File: src/rtl/frame_sequencer_if.sv
// frame_sequencer_if: control, fetch and core handshake bundle
// of the frame sequencer; master is the sequencer side.
interface frame_sequencer_if #(
  parameter int ROW_W = 10,
  parameter int CH_W  = 2,
  parameter int LEN_W = 20
);
  logic             start_i;
  logic             abort_i;
  logic             fetch_done_i;
  logic             core_done_i;
  logic             fetch_run_o;
  logic [LEN_W-1:0] fetch_len_o;
  logic [ROW_W-1:0] fetch_row_o;
  logic             core_run_o;
  logic [ROW_W-1:0] row_o;
  logic [CH_W-1:0]  ch_o;
  logic             busy_o;
  logic             done_o;
  logic             frame_done_o;
  logic             err_o;
  logic [2:0]       state_o;
  logic [2:0]       state_n_o;

  modport master (
    input  start_i, abort_i,
    input  fetch_done_i, core_done_i,
    output fetch_run_o, fetch_len_o,
    output fetch_row_o, core_run_o,
    output row_o, ch_o, busy_o, done_o,
    output frame_done_o, err_o,
    output state_o, state_n_o
  );

  modport slave (
    output start_i, abort_i,
    output fetch_done_i, core_done_i,
    input  fetch_run_o, fetch_len_o,
    input  fetch_row_o, core_run_o,
    input  row_o, ch_o, busy_o, done_o,
    input  frame_done_o, err_o,
    input  state_o, state_n_o
  );
endinterface

File: src/rtl/frame_sequencer.sv
// frame_sequencer: row/channel sequencer for fetch and core passes.
// Define SEQ_WDT_EN to add the busy-state watchdog and ERR state.
module frame_sequencer #(
  parameter int MAX_ROW  = 540,
  parameter int MAX_COL  = 540,
  parameter int WIN_ROWS = 3,
  parameter int NUM_CH   = 1,
  parameter int ROW_W    = 10,
  parameter int CH_W     = 2,
  parameter int LEN_W    = 20
`ifdef SEQ_WDT_EN
  ,
  parameter int WDT_CYCLES = 65536
`endif
) (
  input  logic              clk,
  input  logic              rst_n,
  frame_sequencer_if.master bus
);

  typedef enum logic [2:0] {
    S_IDLE  = 3'd0,
    S_FETCH = 3'd1,
    S_CORE  = 3'd2,
    S_DONE  = 3'd3,
    S_ERR   = 3'd4
  } state_t;

  localparam logic [ROW_W-1:0] LAST_ROW =
    ROW_W'(MAX_ROW - WIN_ROWS);
  localparam logic [CH_W-1:0] LAST_CH =
    CH_W'(NUM_CH - 1);
  localparam logic [ROW_W-1:0] ROW_OFS =
    ROW_W'(WIN_ROWS - 1);
  localparam logic [LEN_W-1:0] FULL_LEN =
    LEN_W'(WIN_ROWS * MAX_COL);
  localparam logic [LEN_W-1:0] ROW_LEN =
    LEN_W'(MAX_COL);

  state_t           state;
  state_t           state_n;
  logic [ROW_W-1:0] row;
  logic [CH_W-1:0]  ch;
  logic             first;
  logic             frame_done;
  logic             last_row;
  logic             last_win;
  logic             timeout;

  assign last_row = (row == LAST_ROW);
  assign last_win = last_row && (ch == LAST_CH);

`ifdef SEQ_WDT_EN
  localparam int WDT_W = $clog2(WDT_CYCLES + 1);
  localparam logic [WDT_W-1:0] WDT_LAST =
    WDT_W'(WDT_CYCLES - 1);

  logic [WDT_W-1:0] wdt;
  logic             wdt_run;

  assign wdt_run = (state == S_FETCH) ||
                   (state == S_CORE);

  always_ff @(posedge clk) begin
    if (!rst_n || state_n != state || !wdt_run)
      wdt <= '0;
    else
      wdt <= wdt + 1'b1;
  end

  assign timeout = (wdt == WDT_LAST);
`else
  assign timeout = 1'b0;
`endif

  always_ff @(posedge clk) begin
    if (!rst_n) begin
      state      <= S_IDLE;
      frame_done <= 1'b0;
    end else begin
      state      <= state_n;
      frame_done <= (state == S_CORE) &&
                    (state_n == S_DONE);
    end
  end

  // A matching done wins over a watchdog expiry in the same cycle.
  always_comb begin
    state_n = state;
    unique case (state)
      S_IDLE: begin
        if (bus.start_i) state_n = S_FETCH;
      end
      S_FETCH: begin
        if (bus.abort_i)           state_n = S_IDLE;
        else if (bus.fetch_done_i) state_n = S_CORE;
        else if (timeout)          state_n = S_ERR;
      end
      S_CORE: begin
        if (bus.abort_i)          state_n = S_IDLE;
        else if (bus.core_done_i)
          state_n = last_win ? S_DONE : S_FETCH;
        else if (timeout)         state_n = S_ERR;
      end
      S_DONE: begin
        if (bus.abort_i || bus.start_i)
          state_n = S_IDLE;
      end
      S_ERR: begin
        if (bus.abort_i || bus.start_i)
          state_n = S_IDLE;
      end
      default: state_n = S_IDLE;
    endcase
  end

  always_ff @(posedge clk) begin
    if (!rst_n || state_n == S_IDLE) begin
      row   <= '0;
      ch    <= '0;
      first <= 1'b1;
    end else if (state == S_FETCH &&
                 state_n == S_CORE) begin
      first <= 1'b0;
    end else if (state == S_CORE &&
                 state_n == S_FETCH) begin
      if (last_row) begin
        row   <= '0;
        ch    <= ch + 1'b1;
        first <= 1'b1;
      end else begin
        row <= row + 1'b1;
      end
    end
  end

  assign bus.fetch_run_o  = (state == S_FETCH);
  assign bus.core_run_o   = (state == S_CORE);
  assign bus.busy_o       = (state == S_FETCH) ||
                            (state == S_CORE);
  assign bus.done_o       = (state == S_DONE);
  assign bus.frame_done_o = frame_done;
  assign bus.row_o        = row;
  assign bus.ch_o         = ch;
  assign bus.state_o      = state;
  assign bus.state_n_o    = state_n;

  // The first fetch of a channel primes the whole window.
  always_comb begin
    bus.fetch_len_o = '0;
    bus.fetch_row_o = '0;
    if (state == S_FETCH) begin
      if (first) begin
        bus.fetch_len_o = FULL_LEN;
      end else begin
        bus.fetch_len_o = ROW_LEN;
        bus.fetch_row_o = row + ROW_OFS;
      end
    end
  end

`ifdef SEQ_WDT_EN
  assign bus.err_o = (state == S_ERR);
`else
  assign bus.err_o = 1'b0;
`endif

endmodule
File: src/flat_wrapper.sv
// flat-port wrapper written by rule: the top's interface ports become plain ports
module frame_sequencer_flat 
#(
  parameter int MAX_ROW  = 540,
  parameter int MAX_COL  = 540,
  parameter int WIN_ROWS = 3,
  parameter int NUM_CH   = 1,
  parameter int ROW_W    = 10,
  parameter int CH_W     = 2,
  parameter int LEN_W    = 20

)
  (clk, rst_n, bus_start_i, bus_abort_i, bus_fetch_done_i, bus_core_done_i, bus_fetch_run_o, bus_fetch_len_o, bus_fetch_row_o, bus_core_run_o, bus_row_o, bus_ch_o, bus_busy_o, bus_done_o, bus_frame_done_o, bus_err_o, bus_state_o, bus_state_n_o);
  frame_sequencer_if #(.ROW_W(ROW_W), .CH_W(CH_W), .LEN_W(LEN_W)) bus_i ();
  input  logic clk;
  input  logic rst_n;
  input wire logic [$bits(bus_i.start_i)-1:0] bus_start_i;
  input wire logic [$bits(bus_i.abort_i)-1:0] bus_abort_i;
  input wire logic [$bits(bus_i.fetch_done_i)-1:0] bus_fetch_done_i;
  input wire logic [$bits(bus_i.core_done_i)-1:0] bus_core_done_i;
  output wire logic [$bits(bus_i.fetch_run_o)-1:0] bus_fetch_run_o;
  output wire logic [$bits(bus_i.fetch_len_o)-1:0] bus_fetch_len_o;
  output wire logic [$bits(bus_i.fetch_row_o)-1:0] bus_fetch_row_o;
  output wire logic [$bits(bus_i.core_run_o)-1:0] bus_core_run_o;
  output wire logic [$bits(bus_i.row_o)-1:0] bus_row_o;
  output wire logic [$bits(bus_i.ch_o)-1:0] bus_ch_o;
  output wire logic [$bits(bus_i.busy_o)-1:0] bus_busy_o;
  output wire logic [$bits(bus_i.done_o)-1:0] bus_done_o;
  output wire logic [$bits(bus_i.frame_done_o)-1:0] bus_frame_done_o;
  output wire logic [$bits(bus_i.err_o)-1:0] bus_err_o;
  output wire logic [$bits(bus_i.state_o)-1:0] bus_state_o;
  output wire logic [$bits(bus_i.state_n_o)-1:0] bus_state_n_o;
  assign bus_i.start_i = bus_start_i;
  assign bus_i.abort_i = bus_abort_i;
  assign bus_i.fetch_done_i = bus_fetch_done_i;
  assign bus_i.core_done_i = bus_core_done_i;
  assign bus_fetch_run_o = bus_i.fetch_run_o;
  assign bus_fetch_len_o = bus_i.fetch_len_o;
  assign bus_fetch_row_o = bus_i.fetch_row_o;
  assign bus_core_run_o = bus_i.core_run_o;
  assign bus_row_o = bus_i.row_o;
  assign bus_ch_o = bus_i.ch_o;
  assign bus_busy_o = bus_i.busy_o;
  assign bus_done_o = bus_i.done_o;
  assign bus_frame_done_o = bus_i.frame_done_o;
  assign bus_err_o = bus_i.err_o;
  assign bus_state_o = bus_i.state_o;
  assign bus_state_n_o = bus_i.state_n_o;
  frame_sequencer #(.MAX_ROW(MAX_ROW), .MAX_COL(MAX_COL), .WIN_ROWS(WIN_ROWS), .NUM_CH(NUM_CH), .ROW_W(ROW_W), .CH_W(CH_W), .LEN_W(LEN_W)) u_core (.clk(clk), .rst_n(rst_n), .bus(bus_i));
endmodule
File: config.mk
export PLATFORM = sky130hd
export DESIGN_NAME = frame_sequencer_flat
export DESIGN_NICKNAME = d
export VERILOG_FILES = /design/src/rtl/frame_sequencer_if.sv /design/src/rtl/frame_sequencer.sv /design/src/flat_wrapper.sv
export SDC_FILE = /design/constraint.sdc
export NUM_CORES = 1
export LEC_CHECK = 0
export ABC_AREA = 1
export BUFFER_PORTS_ARGS = -buffer_cell sky130_fd_sc_hd__buf_2
export CORE_MARGIN = 5
export CORE_UTILIZATION = 52
export CTS_CLUSTER_SIZE = 28
export DETAILED_ROUTE_END_ITERATION = 7
export PLACE_DENSITY_LB_ADDON = 0.2
export SLEW_MARGIN = 20
export SYNTH_ARGS = -nofsm -noshare
export SYNTH_HDL_FRONTEND = slang
export SYNTH_SLANG_ARGS = --single-unit
File: constraint.sdc
create_clock -name clk -period 4.2 [get_ports clk]
set_input_delay 1.26 -clock clk [delete_from_list [all_inputs] [get_ports clk]]
set_output_delay 1.26 -clock clk [all_outputs]
set_load 0.01 [all_outputs]
==> key figures <==
Power and ir drop
  – Sequential share of power: 0.560
  – Leakage: 0.8748 nW
  – Power Dens Cells: 177.4 nW/µm²
  – Logic gate share of total power: 0.139
  – Switching power: 0.08125 mW
  – Final Power: 0.2921 mW
  – Clk pwr share: 0.300
  – Internal Power: 0.2109 mW
  – Sw Ratio: 0.2781
  – VDD IR max: 0.1683 mV

CTS
  – CTS H-tree depth: 1
  – Cts hold-fix bufs: 0
  – CTS Buf Count: 3
  – Setup bufs post-CTS: 0
  – # clock sinks: 17
  – CTS root buf: clkbuf_4
  – Clock latency at the later pin of the worst-skew pair: 0.30 ns
  – Clk pin slew, worst setup/hold paths: 0.09 ns
  – CTS tree: done
  – Clk buf depth: 2
  – Cts repair resizes: 0

Yosys
  – Post-Synth Adder-Cell Area: 0.03376
  – Synth Area in Compound Gates: 0.1148
  – Asr flop ratio synth: 0
  – Synth Area per Inst: 6.475 µm²
  – Post-synth cell types: 30
  – Syn Inst Count: 229
  – Mapped Area: 1483 µm²
  – Post-synthesis sequential area ratio: 0.2295
  – Simple-Gate Fraction of Synth Area: 0.3435
  – Yosys Warn Count: 0
  – Post-synthesis mux area share: 0
  – Number of synthesized register bits: 17
  – Leading register cell type out of synthesis: dfxtp_1
  – Post-synthesis xor/xnor area fraction: 0.04135
  – Dominant combinational cell family by area after synthesis: simple AND/OR/NAND/NOR gates
  – Post-synth EDFFs: 0

Timing
  – Final Slew Violations: 0
  – Final WS setup: 0.8819 ns
  – Worst Clk Skew: 0.006965 ns
  – Fin crit period: 3.318 ns
  – Fmax: 301.4 MHz
  – # setup viols final: 0
  – Setup TNS: 0 ns
  – Final Hold Violating Endpoints: 0
  – Crit share post-route: 0.7900
  – Unrepaired setup endpoints after global routing: false

Critical path
  – Worst path slowest cell: nand2_2
  – Worst R2R Start: u_core.bus.row_o[1]$_SDFFE_PP0P_
  – Critical Path End Type: output pin
  – Worst-path cell chain: buf_2 > nor2_1 > nand2_2 > nand4_2 > buf_2
  – Worst Path Required: 2.94 ns
  – Arr. time, crit path: 2.06 ns
  – CP startpoint: bus_start_i
  – Critical path class: in2out
  – Worst setup SP type: primary input
  – Crit path largest cell delay: 0.22 ns
  – Worst Path Max Fanout: 14
  – Worst-case reg-to-reg path depth: 12
  – Cell depth of the worst setup path: 5
  – R2r endpoint: u_core.bus.row_o[1]$_SDFFE_PP0P_
  – Most frequent CP cell: buf_2
  – Setup slack, reg-to-reg: 2.22 ns
  – CP bufs+invs: 2
  – CP top delay family: simple AND/OR/NAND/NOR gates
  – Worst Setup EP: bus_state_n_o[0]

Drt
  – DRC Markers: 0
  – Final WL: 3.378 mm
  – Wirelength per Cell: 11.34 µm
  – Vias per std cell: 4.815
  – Drt initial violations: 75
  – Drt first pass iters: 4
  – Routed via count: 1435
  – Antenna Nets Post-Route: 0

Final layout
  – Area Growth Syn to Fin: 11.05%
  – # diodes: 0
  – Final Net Count: 278
  – Layout cell share with drive strength beyond 1: 0.2959
  – Fin cells: 298
  – Final core utilization: 0.6023

Global routing
  – Vias in the first global route: 1350
  – First-pass GRT wire length: 5.844 mm
  – Initial antenna violation count: 0
  – Global Route Usage Sum: 0.1717
  – Largest net degree at the start of global routing: 15
  – Remaining global-route overflow: 0

Floorplanning
  – Chip height: 63.40 µm
  – Die W: 63.40 µm
  – FP Rows: 19
  – Area of the core: 2734 µm²
  – I/O pin total: 60
  – Die area: 4019 µm²
  – Initial core utilization: 0.5423

Placement
  – Detailed placement HPWL: 2.705 mm
  – Final GP Congestion: 0.8608
  – Port buffer count: 44
  – DP Cell Count: 294
  – Worst slack, placed: 0.8795 ns

Job
  – Max-cap violation count: 0

Worst hold path
  – Min-Delay Path Depth: 2
  – Hold Path Class: reg2reg

Status
  – Result of the run: finished clean
## worst min path at each step
stage / from / endpoint / slack [ns]
floorplan: u_core.first$_SDFFE_PP1P_ / u_core.first$_SDFFE_PP1P_ / 0.49
global placement: u_core.bus.row_o[8]$_SDFFE_PP0P_ / u_core.bus.row_o[8]$_SDFFE_PP0P_ / 0.52
detailed placement: u_core.bus.row_o[7]$_SDFFE_PP0P_ / u_core.bus.row_o[7]$_SDFFE_PP0P_ / 0.52
CTS: u_core.bus.row_o[7]$_SDFFE_PP0P_ / u_core.bus.row_o[7]$_SDFFE_PP0P_ / 0.54
global route: u_core.bus.row_o[7]$_SDFFE_PP0P_ / u_core.bus.row_o[7]$_SDFFE_PP0P_ / 0.57
finish: u_core.bus.row_o[7]$_SDFFE_PP0P_ / u_core.bus.row_o[7]$_SDFFE_PP0P_ / 0.53
## sequential cells by signal, summed over array words and instances, names as in the netlist
register and flops:
u_core.first 1, u_core.bus.state_o 3, u_core.bus.ch_o 2, u_core.bus.row_o 10, u_core.bus.frame_done_o 1
## metal layers
metal	GRT usage	part of all wire	vias up
met5	0	0	-
met4	0.04675	0.012	0
met3	0.02842	0.061	5
met2	0.2830	0.46	32
met1	0.2294	0.46	630
li1	-	-	768
## tightest hold or removal path, cell delays in order, from the launching register on
cell and delay [ns]:
dfxtp_1 0.36, nand2_1 0.09, a21oi_2 0.05
## Yosys cell counts, drive strengths merged, types with 4 or more instances
| library cell | number | share of area |
|---|---|---|
| buf | 23 | 0.11 |
| dfxtp | 17 | 0.23 |
| nand4 | 14 | 0.063 |
| inv | 44 | 0.11 |
| nand3 | 8 | 0.030 |
| o21ai | 10 | 0.036 |
| nor2 | 23 | 0.062 |
| a21oi | 15 | 0.073 |
| nand2 | 45 | 0.13 |
| nor3 | 13 | 0.054 |
| ha | 4 | 0.034 |
| xor2 | 7 | 0.041 |
## power groups by stage
stage,logic (mW),registers (mW),clock network [mW]
final,0.0407,0.164,0.0878
after global routing,0.0453,0.164,0.0971
after CTS,0.0409,0.164,0.0895
after detailed placement,0.0408,0.167,0
after global placement,0.0407,0.167,0
after floorplan,0.0419,0.168,0
## through the flow
| step | area, µm² | hold WS, ns |
|---|---|---|
| after global routing | 1647 | 0.5663 |
| after floorplan | 1535 | 0.4918 |
| after CTS | 1647 | 0.5355 |
| final | 1647 | 0.5343 |
| after detailed placement | 1620 | 0.5206 |
| after global placement | 1620 | 0.5160 |
## placed cells by master, fill, tap and decap left out, types with 2 or more instances in the layout
cell      Yosys  routed
buf_2         1      44
nand2_1      40      40
inv_1        35      35
nor2_1       21      21
dfxtp_1      17      17
conb_1        1      15
nand4_1      13      13
nor3_1       10      10
a21oi_2       9       9
inv_2         8       8
o21ai_0       8       8
nand3_1       7       7
xor2_1        7       7
a21oi_1       6       6
nand2_2       4       4
ha_1          4       4
nor3_2        3       3
clkbuf_4      0       3
nor2_2        2       2
## final cells by class
type,instances,area (µm²)
Inverter,45,173.9
Fill cell,298,1087
Clock buffer,4,26.28
Timing Repair Buffer,44,220.2
Multi-Input combinational cell,157,847.1
Tap cell,31,38.79
Sequential cell,17,340.3
## cells by family after synthesis
family / after synthesis
simple gates: 105
buf+inv: 69
xor+xnor: 7
fa+ha+maj: 4
flops: 17
compound gates: 26
other cells: 1
Power figures use the tool's default switching activity.
